`config.mk`:
```
export PLATFORM = sky130hd
export DESIGN_NAME = fsm_input_scheduler
export DESIGN_NICKNAME = d
export VERILOG_FILES = /design/src/rtl/fsm_sched_pkg.sv /design/src/rtl/rr_arb2.sv /design/src/rtl/fsm_input_scheduler.sv
export SDC_FILE = /design/constraint.sdc
export NUM_CORES = 1
export LEC_CHECK = 0
export CORE_MARGIN = 2
export CORE_UTILIZATION = 35
export DETAILED_ROUTE_END_ITERATION = 10
export REMOVE_ABC_BUFFERS = 1
export SKIP_LAST_GASP = 1
export SLEW_MARGIN = 20
export SYNTH_ARGS = -nofsm -noshare
export SYNTH_HDL_FRONTEND = slang
export SYNTH_SLANG_ARGS = --single-unit
```
`constraint.sdc`:
```
create_clock -name clk -period 2.5 [get_ports clk]
set_input_delay 0.625 -clock clk [delete_from_list [all_inputs] [get_ports clk]]
set_output_delay 0.625 -clock clk [all_outputs]
set_load 0.01 [all_outputs]
```
`src/rtl/fsm_sched_pkg.sv`:
```
// Shared definitions for the FSM input scheduler: controller state encoding
// and the default microprogram state numbers.
package fsm_sched_pkg;

    // Encoding chosen so bit 1 is busy and bit 0 is the owner index.
    typedef enum logic [1:0] {
        CTRL_IDLE = 2'b00,
        CTRL_OWN0 = 2'b10,
        CTRL_OWN1 = 2'b11
    } ctrl_state_e;

    localparam logic [3:0] DEF_IDLE_STATE  = 4'd0;
    localparam logic [3:0] DEF_DISP1_STATE = 4'd3;
    localparam logic [3:0] DEF_DISP2_STATE = 4'd10;
    localparam logic [7:0] IDLE_CNT_MAX    = 8'hFF;

    function automatic ctrl_state_e own_state(input logic idx);
        return idx ? CTRL_OWN1 : CTRL_OWN0;
    endfunction

endpackage

```
`src/rtl/rr_arb2.sv`:
```
// Two-way round-robin arbiter: on contention the requester not granted last wins.
module rr_arb2 (
    input  logic [1:0] req,
    input  logic       last,
    output logic [1:0] grant
);

    always_comb begin
        grant = 2'b00;
        case (req)
            2'b01:   grant = 2'b01;
            2'b10:   grant = 2'b10;
            2'b11:   grant = last ? 2'b01 : 2'b10;
            default: grant = 2'b00;
        endcase
    end

endmodule

```
`src/rtl/fsm_input_scheduler.sv`:
```
// Shares one microprogrammed FSM between two requesters, feeding each owner's
// tokens into the FSM's dispatch states and reporting traversal completion.
module fsm_input_scheduler
    import fsm_sched_pkg::*;
#(
    parameter logic [3:0] IDLE_STATE  = DEF_IDLE_STATE,
    parameter logic [3:0] DISP1_STATE = DEF_DISP1_STATE,
    parameter logic [3:0] DISP2_STATE = DEF_DISP2_STATE
) (
    input  logic       clk,
    input  logic       rst_n,
    input  logic       req0_valid,
    input  logic [1:0] req0_inp,
    output logic       req0_ready,
    input  logic       req1_valid,
    input  logic [1:0] req1_inp,
    output logic       req1_ready,
    input  logic [3:0] fsm_state,
    output logic [1:0] fsm_inp,
    output logic       busy,
    output logic       owner,
    output logic       done0,
    output logic       done1,
    output logic       proto_err,
    output logic [7:0] idle_cnt
);

    ctrl_state_e r_state;
    ctrl_state_e w_state_nxt;
    logic        r_last;
    logic        r_done0;
    logic        r_done1;
    logic        r_proto_err;
    logic [7:0]  r_idle_cnt;

    logic [1:0]  w_req;
    logic [1:0]  w_grant;
    logic        w_at_idle;
    logic        w_at_disp1;
    logic        w_at_disp2;
    logic        w_own_idx;
    logic        w_own_valid;
    logic        w_done0;
    logic        w_done1;
    logic        w_err_set;
    logic        w_idle_inc;

    assign w_req       = {req1_valid, req0_valid};
    assign w_at_idle   = (fsm_state == IDLE_STATE);
    assign w_at_disp1  = (fsm_state == DISP1_STATE);
    assign w_at_disp2  = (fsm_state == DISP2_STATE);
    assign w_own_idx   = r_state[0];
    assign w_own_valid = w_own_idx ? req1_valid : req0_valid;

    rr_arb2 u_arb (
        .req   (w_req),
        .last  (r_last),
        .grant (w_grant)
    );

    always_ff @(posedge clk or negedge rst_n) begin
        if (!rst_n) begin
            r_state <= CTRL_IDLE;
        end else begin
            r_state <= w_state_nxt;
        end
    end

    // Next-state and registered-event decisions; IDLE_STATE takes priority
    // over the dispatch states should parameters ever coincide.
    always_comb begin
        w_state_nxt = r_state;
        w_done0     = 1'b0;
        w_done1     = 1'b0;
        w_err_set   = 1'b0;
        w_idle_inc  = 1'b0;
        case (r_state)
            CTRL_IDLE: begin
                if (w_at_disp1) begin
                    if (w_grant != 2'b00) begin
                        w_state_nxt = own_state(w_grant[1]);
                    end else begin
                        w_idle_inc = 1'b1;
                    end
                end
            end
            CTRL_OWN0, CTRL_OWN1: begin
                if (w_at_idle) begin
                    w_state_nxt = CTRL_IDLE;
                    w_done0     = ~w_own_idx;
                    w_done1     = w_own_idx;
                end else if (w_at_disp1) begin
                    w_err_set = 1'b1;
                    if (w_grant != 2'b00) begin
                        w_state_nxt = own_state(w_grant[1]);
                    end else begin
                        w_state_nxt = CTRL_IDLE;
                        w_idle_inc  = 1'b1;
                    end
                end else if (w_at_disp2 && !w_own_valid) begin
                    w_err_set  = 1'b1;
                    w_idle_inc = 1'b1;
                end
            end
            default: w_state_nxt = CTRL_IDLE;
        endcase
    end

    always_comb begin
        fsm_inp    = 2'b00;
        req0_ready = 1'b0;
        req1_ready = 1'b0;
        if (w_at_disp1 && (r_state == CTRL_IDLE || (r_state[1] && !w_at_idle))) begin
            req0_ready = w_grant[0];
            req1_ready = w_grant[1];
            if (w_grant[0]) begin
                fsm_inp = req0_inp;
            end else if (w_grant[1]) begin
                fsm_inp = req1_inp;
            end
        end else if (r_state[1] && !w_at_idle && w_at_disp2 && w_own_valid) begin
            req0_ready = ~w_own_idx;
            req1_ready = w_own_idx;
            fsm_inp    = w_own_idx ? req1_inp : req0_inp;
        end
    end

    always_ff @(posedge clk or negedge rst_n) begin
        if (!rst_n) begin
            r_last      <= 1'b1;
            r_done0     <= 1'b0;
            r_done1     <= 1'b0;
            r_proto_err <= 1'b0;
            r_idle_cnt  <= 8'd0;
        end else begin
            if (w_done0) begin
                r_last <= 1'b0;
            end else if (w_done1) begin
                r_last <= 1'b1;
            end
            r_done0 <= w_done0;
            r_done1 <= w_done1;
            if (w_err_set) begin
                r_proto_err <= 1'b1;
            end
            if (w_idle_inc && r_idle_cnt != IDLE_CNT_MAX) begin
                r_idle_cnt <= r_idle_cnt + 8'd1;
            end
        end
    end

    assign busy      = r_state[1];
    assign owner     = r_state[0];
    assign done0     = r_done0;
    assign done1     = r_done1;
    assign proto_err = r_proto_err;
    assign idle_cnt  = r_idle_cnt;

endmodule
```
==> results of run 1 <==
synth_stat cells, types with 2 or more instances:
master / count
a22o_1: 2
xnor2_1: 4
nand2b_1: 4
nor2_1: 4
and2b_1: 2
nand4_1: 3
nand3_1: 5
dfrtp_1: 13
mux2_1: 2
o21ai_0: 3
nand2_1: 12
final timing paths:
kind	to	depth (start not counted)	slack, ns	start
hold reg to reg	proto_err	1	0.48	proto_err
min in group asynchronous	idle_cnt[4]	1	0.74	rst_n
max in group asynchronous	idle_cnt[0]	1	1.34	rst_n
setup / recovery	fsm_inp[1]	7	0.07	fsm_state[2]
setup reg to reg	idle_cnt[6]	5	0.49	r_state[0]
hold / removal	proto_err	1	0.48	proto_err
state kept, by name, indices dropped and copies added (netlist names):
name       count
done1          1
proto_err      1
done0          1
r_last         1
idle_cnt       8
r_state        2
cell families (layout without fill, tap and decap cells):
logic type | after synthesis | in the layout | synth area share (%)
AO/OA/AOI/OAI | 15 | 15 | 15.3
XOR/XNOR | 5 | 5 | 5.13
adder cells (fa/ha/maj) | 1 | 1 | 1.47
buffers and inverters | 1 | 49 | 1.32
flip-flops | 14 | 14 | 41.2
multiplexers | 5 | 5 | 7.77
AND/OR/NAND/NOR | 40 | 40 | 27.9
per-stage QoR:
step	instances	util (%)
after floorplan	80	-
after global placement	153	57.0
after detailed placement	153	57.0
after CTS	157	57.9
after global routing	157	57.9
final	157	57.9
what timing repair did:
action / 4_1_cts / 5_1_grt
pin swaps: 2 / 3
endpoints found under the setup margin: 4 / 3
hold buffers: 0 / 0
gates resized for setup: 18 / 5
power breakdown:
group	total [mW]	internal, mW	switching (mW)
clock	0.165	0.0884	0.0763
sequential	0.317	0.267	0.0500
combinational	0.231	0.143	0.0873
routing by layer:
| layer | vias up | wire length [um] |
|---|---|---|
| met2 | 24 | 1020 |
| met5 | - | 0 |
| met4 | 0 | 11 |
| li1 | 396 | - |
| met3 | 2 | 99 |
| met1 | 372 | 910 |
final cells by class:
type,count,share of cell area (%)
well taps,28,2.68
multi-input cells,66,37.8
clock buffers,4,2.78
repair buffers,45,29.8
flip-flops and latches,14,26.9
worst max-delay path, delay by kind of cell:
| family | cells | cell delay, ns |
|---|---|---|
| buffers and inverters | 3 | 0.50 |
| AND/OR/NAND/NOR | 2 | 0.43 |
| AO/OA/AOI/OAI | 2 | 0.24 |
==> impl_metrics.yaml, run 1 <==
sta:
  fmax_mhz: 412
  fin_setup_tns_ns: 0
  finalWorstSetupSlack_ns: 0.0722
  fin_crit_ns: 2.43
  whs_ns: 0.480
  worstMarginPinSlew_ns: 0.648
  max-slew-margin-rel_pct: 56.6
  finalCritPeriodShare_pct: 97.1
  hold_viol: 0
  finalSetupViolations: 0
  slew_violations: 0
  rsz0062_at_grt: "false"
  skew_ns: 0.0103
die:
  die_w_um: 53.4
  dieArea_um2: 2850
  placementRows: 17
  fp.coreArea_um2: 2250
  start_util_pct: 37.8
  io_pins: 29
  die_h_um: 53.4
finish:
  layout_common_cells: "clkdlybuf4s50_1, buf_4, dfrtp_1, nand2_1"
  final_common_cell: "clkdlybuf4s50_1"
  drive_above_1_share_pct: 27.9
  n_fill_cell: 233
  regArea_um2: 352
  area_delta_synth_final_pct: 53.1
  nets: 143
  n_antenna_cell: 0
  multi_input_area_um2: 494
  fin_area_um2: 1310
synthesis:
  ys_seq_area_share_pct: 41.2
  synth-main-ff-cell: "dfrtp_1"
  synth_seq_cells: 14
  syn_area_per_cell_um2: 10.5
  synth_area_leaders: "dfrtp_1, nand2_1, xnor2_1"
  ys_warn_count: 0
  yosys.area.top_type_share_pct: 38.1
  synthArstFlopShare_pct: 100
  yosys.area.top_type: "dfrtp_1"
  synth_edf_count: 0
  synthCells: 81
  syn_area_um2: 853
  netlist-cell-type-count: 38
routing:
  wire_per_inst_um: 13.0
  vias: 794
  ant_nets: 0
  drc: 0
  wl_mm: 2.05
  viasPerCell: 5.06
  dr.first_iter.drc_count: 7
  dr.pass1.iters: 4
placement:
  gp_congestion: 0.813
  port_buffers: 28
  post-place-ws_ns: -0.594
  place_area_um2: 1280
  dp_hpwl_mm: 1.63
worst_setup_path:
  slowest_delay_ns: 0.35
  cp_max_fo: 4
  crit_path_end_kind: "output pin"
  worst_path_max_delay_cell: "and4bb_4"
  crit_path_start_kind: "primary input"
  critical_path_class: "primary input to output pin"
  required_ns: 1.88
  path_cells: "dlygate4sd2_1, and4bb_4, nand3_1, a21boi_1, buf_4, a22o_1, buf_2"
  critPathArrivalTime_ns: 1.80
min_path:
  hp-class: "flip-flop to flip-flop"
clock_network:
  cts_buffers: 3
  clk_pin_slew_ns: 0.10
  clock_sinks: 14
  cts_max_path_buffers: 2
  htree_levels: 1
  clockRootBuffer: "clkbuf_4"
  cts_tree: "built"
  cts_setup_buffers: 0
  clk_latency_ns: 0.28
power_and_ir_drop:
  p_total_mw: 0.712
  p_per_area_nw_per_um2: 545
  worst_ir_drop_vdd_uv: 467
  leakagePower_nw: 0.577
run:
  drv_cap: 0
grt:
  gr-total-overflow: 0
  grtUsageMet1_pct: 21.3
  grt_max_degree: 15
  grt_pass1_wl_mm: 3.44
  grtUsageMet3_pct: 4.24
  track_usage_pct: 16.7
  met2_usage_pct: 27.8
  top_usage_layer: "met2"
  grt_pass1_vias: 785
  antenna_found_initial: 0
run_status:
  status: "complete, no violations"
Note: power is estimated with default switching activity, not from simulation.
==> run 2: changes to the inputs <==
--- a/config.mk
+++ b/config.mk
@@ -5,6 +5,7 @@
 export SDC_FILE = /design/constraint.sdc
 export NUM_CORES = 1
 export LEC_CHECK = 0
+export CORE_ASPECT_RATIO = 0.7
 export CORE_MARGIN = 2
 export CORE_UTILIZATION = 35
 export DETAILED_ROUTE_END_ITERATION = 10
==> impl_metrics.yaml, run 2 (synthesis results as in run 1) <==
finish:
  drive_above_1_share_pct: 31.6
  n_fill_cell: 202
  area_delta_synth_final_pct: 57.6
  multi_input_area_um2: 499
  regArea_um2: 352
  nets: 147
  layout_common_cells: "buf_4, clkdlybuf4s50_1, dfrtp_1, nand2_1, nand3_1"
  n_antenna_cell: 0
  final_common_cell: "buf_4"
  fin_area_um2: 1350
  largest_register_ffs: 8
power_and_ir_drop:
  p_total_mw: 0.728
  p_seq_share_pct: 43.2
  p_per_area_nw_per_um2: 541
  swShare_pct: 29.8
  p_clk_share_pct: 22.3
  worst_ir_drop_vdd_uv: 374
  leakagePower_nw: 0.594
  p_comb_share_pct: 34.5
  p_int_mw: 0.511
  power.switching_mw: 0.217
routing:
  wl_mm: 2.28
  viasPerCell: 5.04
  wire_per_inst_um: 13.8
  vias: 831
  dr.pass1.iters: 4
  dr.first_iter.drc_count: 52
  drc: 0
  ant_nets: 0
grt:
  gr-total-overflow: 0
  track_usage_pct: 16.5
  grt_pass1_vias: 736
  grtUsageMet3_pct: 5.24
  met2_usage_pct: 24.9
  antenna_found_initial: 0
  grt_pass1_wl_mm: 3.51
  grtUsageMet1_pct: 23.3
  top_usage_layer: "met2"
  grt_max_degree: 15
placement:
  port_buffers: 28
  gp_congestion: 0.748
  place_area_um2: 1290
  dp_hpwl_mm: 1.73
sta:
  finalCritPeriodShare_pct: 100
  whs_ns: 0.473
  hold_viol: 0
  slew_violations: 0
  fin_crit_ns: 2.50
  finalWorstSetupSlack_ns: -0.00361
  skew_ns: 0.00734
  max-slew-margin-rel_pct: 59.5
  fmax_mhz: 399
  finalSetupViolations: 1
  worstMarginPinSlew_ns: 0.606
clock_network:
  htree_levels: 1
  clk_pin_slew_ns: 0.09
  cts_max_path_buffers: 2
  cts_buffers: 3
  cts_tree: "built"
  cts_hold_repair.buffers: 0
  clockRootBuffer: "clkbuf_4"
  clock_sinks: 14
  clk_latency_ns: 0.28
worst_setup_path:
  crit_path_end_kind: "output pin"
  cp_max_fo: 3
  cp-startpoint: "fsm_state[2]"
  required_ns: 1.88
  crit_path_start_kind: "primary input"
  critPathArrivalTime_ns: 1.88
  r2r_start: "r_state[1]"
  worstRegToRegCells: 7
  critical_path_class: "primary input to output pin"
die:
  die_h_um: 45.3
  dieArea_um2: 2860
  placementRows: 14
  io_pins: 29
  die_w_um: 63.0
  fp.coreArea_um2: 2220
  start_util_pct: 38.4
run_status:
  violations: "setup timing"
  status: "finished with violations"
min_path:
  hp-class: "flip-flop to flip-flop"
  holdPathStages: 1
  hold_start: "proto_err"
run:
  drv_cap: 0
-- run 2: cell types whose count changed in the layout (fill, tap and decap cells not counted), sizes merged --
| cell | before | now |
|---|---|---|
| clkdlybuf4s15 | 1 | 2 |
| buf | 19 | 23 |
| clkdlybuf4s50 | 18 | 19 |
| dlygate4sd2 | 5 | 4 |
| dlymetal6s2s | 1 | 0 |
-- run 2: worst paths after layout --
kind / to / slack (ns)
min reg2reg: proto_err / 0.47
min: proto_err / 0.47
max reg2reg: idle_cnt[7] / 0.50
min in group asynchronous: idle_cnt[2] / 0.72
max: fsm_inp[1] / -0.004
max in group asynchronous: r_state[0] / 1.39
-- run 2: per-layer routing --
layer  share of wire (%)  wire length [um]
met4                 1.2                28
met1                  47              1070
met2                  48              1080
met3                 4.1                93
met5                   0                 0
-- run 2: cell type report --
cell class              instances  share of cell area, %
repair buffers                 49                   31.1
well taps                      32                   2.98
multi-input cells              66                   37.1
flip-flops and latches         14                   26.1
clock buffers                   4                   2.70
-- run 2: worst max-delay path, cell delays in order --
cell and delay [ns]:
clkdlybuf4s15_1 0.20, and4bb_4 0.36, nand3_1 0.09, o21ai_1 0.10, and2_4 0.18, buf_4 0.10, a22o_1 0.10, buf_2 0.13
-- run 2: through the flow --
step	util [%]	std cells	setup TNS (ns)	setup slack, ns
4_1_cts	60.2	164	0	0.00494
6_report	60.5	165	-0.00361	-0.00361
3_3_place_gp	58.0	157	-2.25	-0.576
5_1_grt	60.5	165	-0.0845	-0.0725
3_5_place_dp	58.0	157	-2.58	-0.692
2_1_floorplan	-	80	0	0.152
-- run 2: what timing repair did --
item                       4_1_cts  5_1_grt
setup endpoints to repair        4        3
pin swaps                        3        2
gates resized for setup         17        8
setup buffers                    3        1
-- run 2: power by group through the flow --
stage               Clock (mW)  Combinational, mW  Sequential [mW]
CTS                      0.170              0.252            0.315
global placement             0              0.243            0.318
detailed placement           0              0.250            0.319
global route             0.178              0.272            0.324
finish                   0.162              0.251            0.314
floorplan                    0             0.0759            0.331
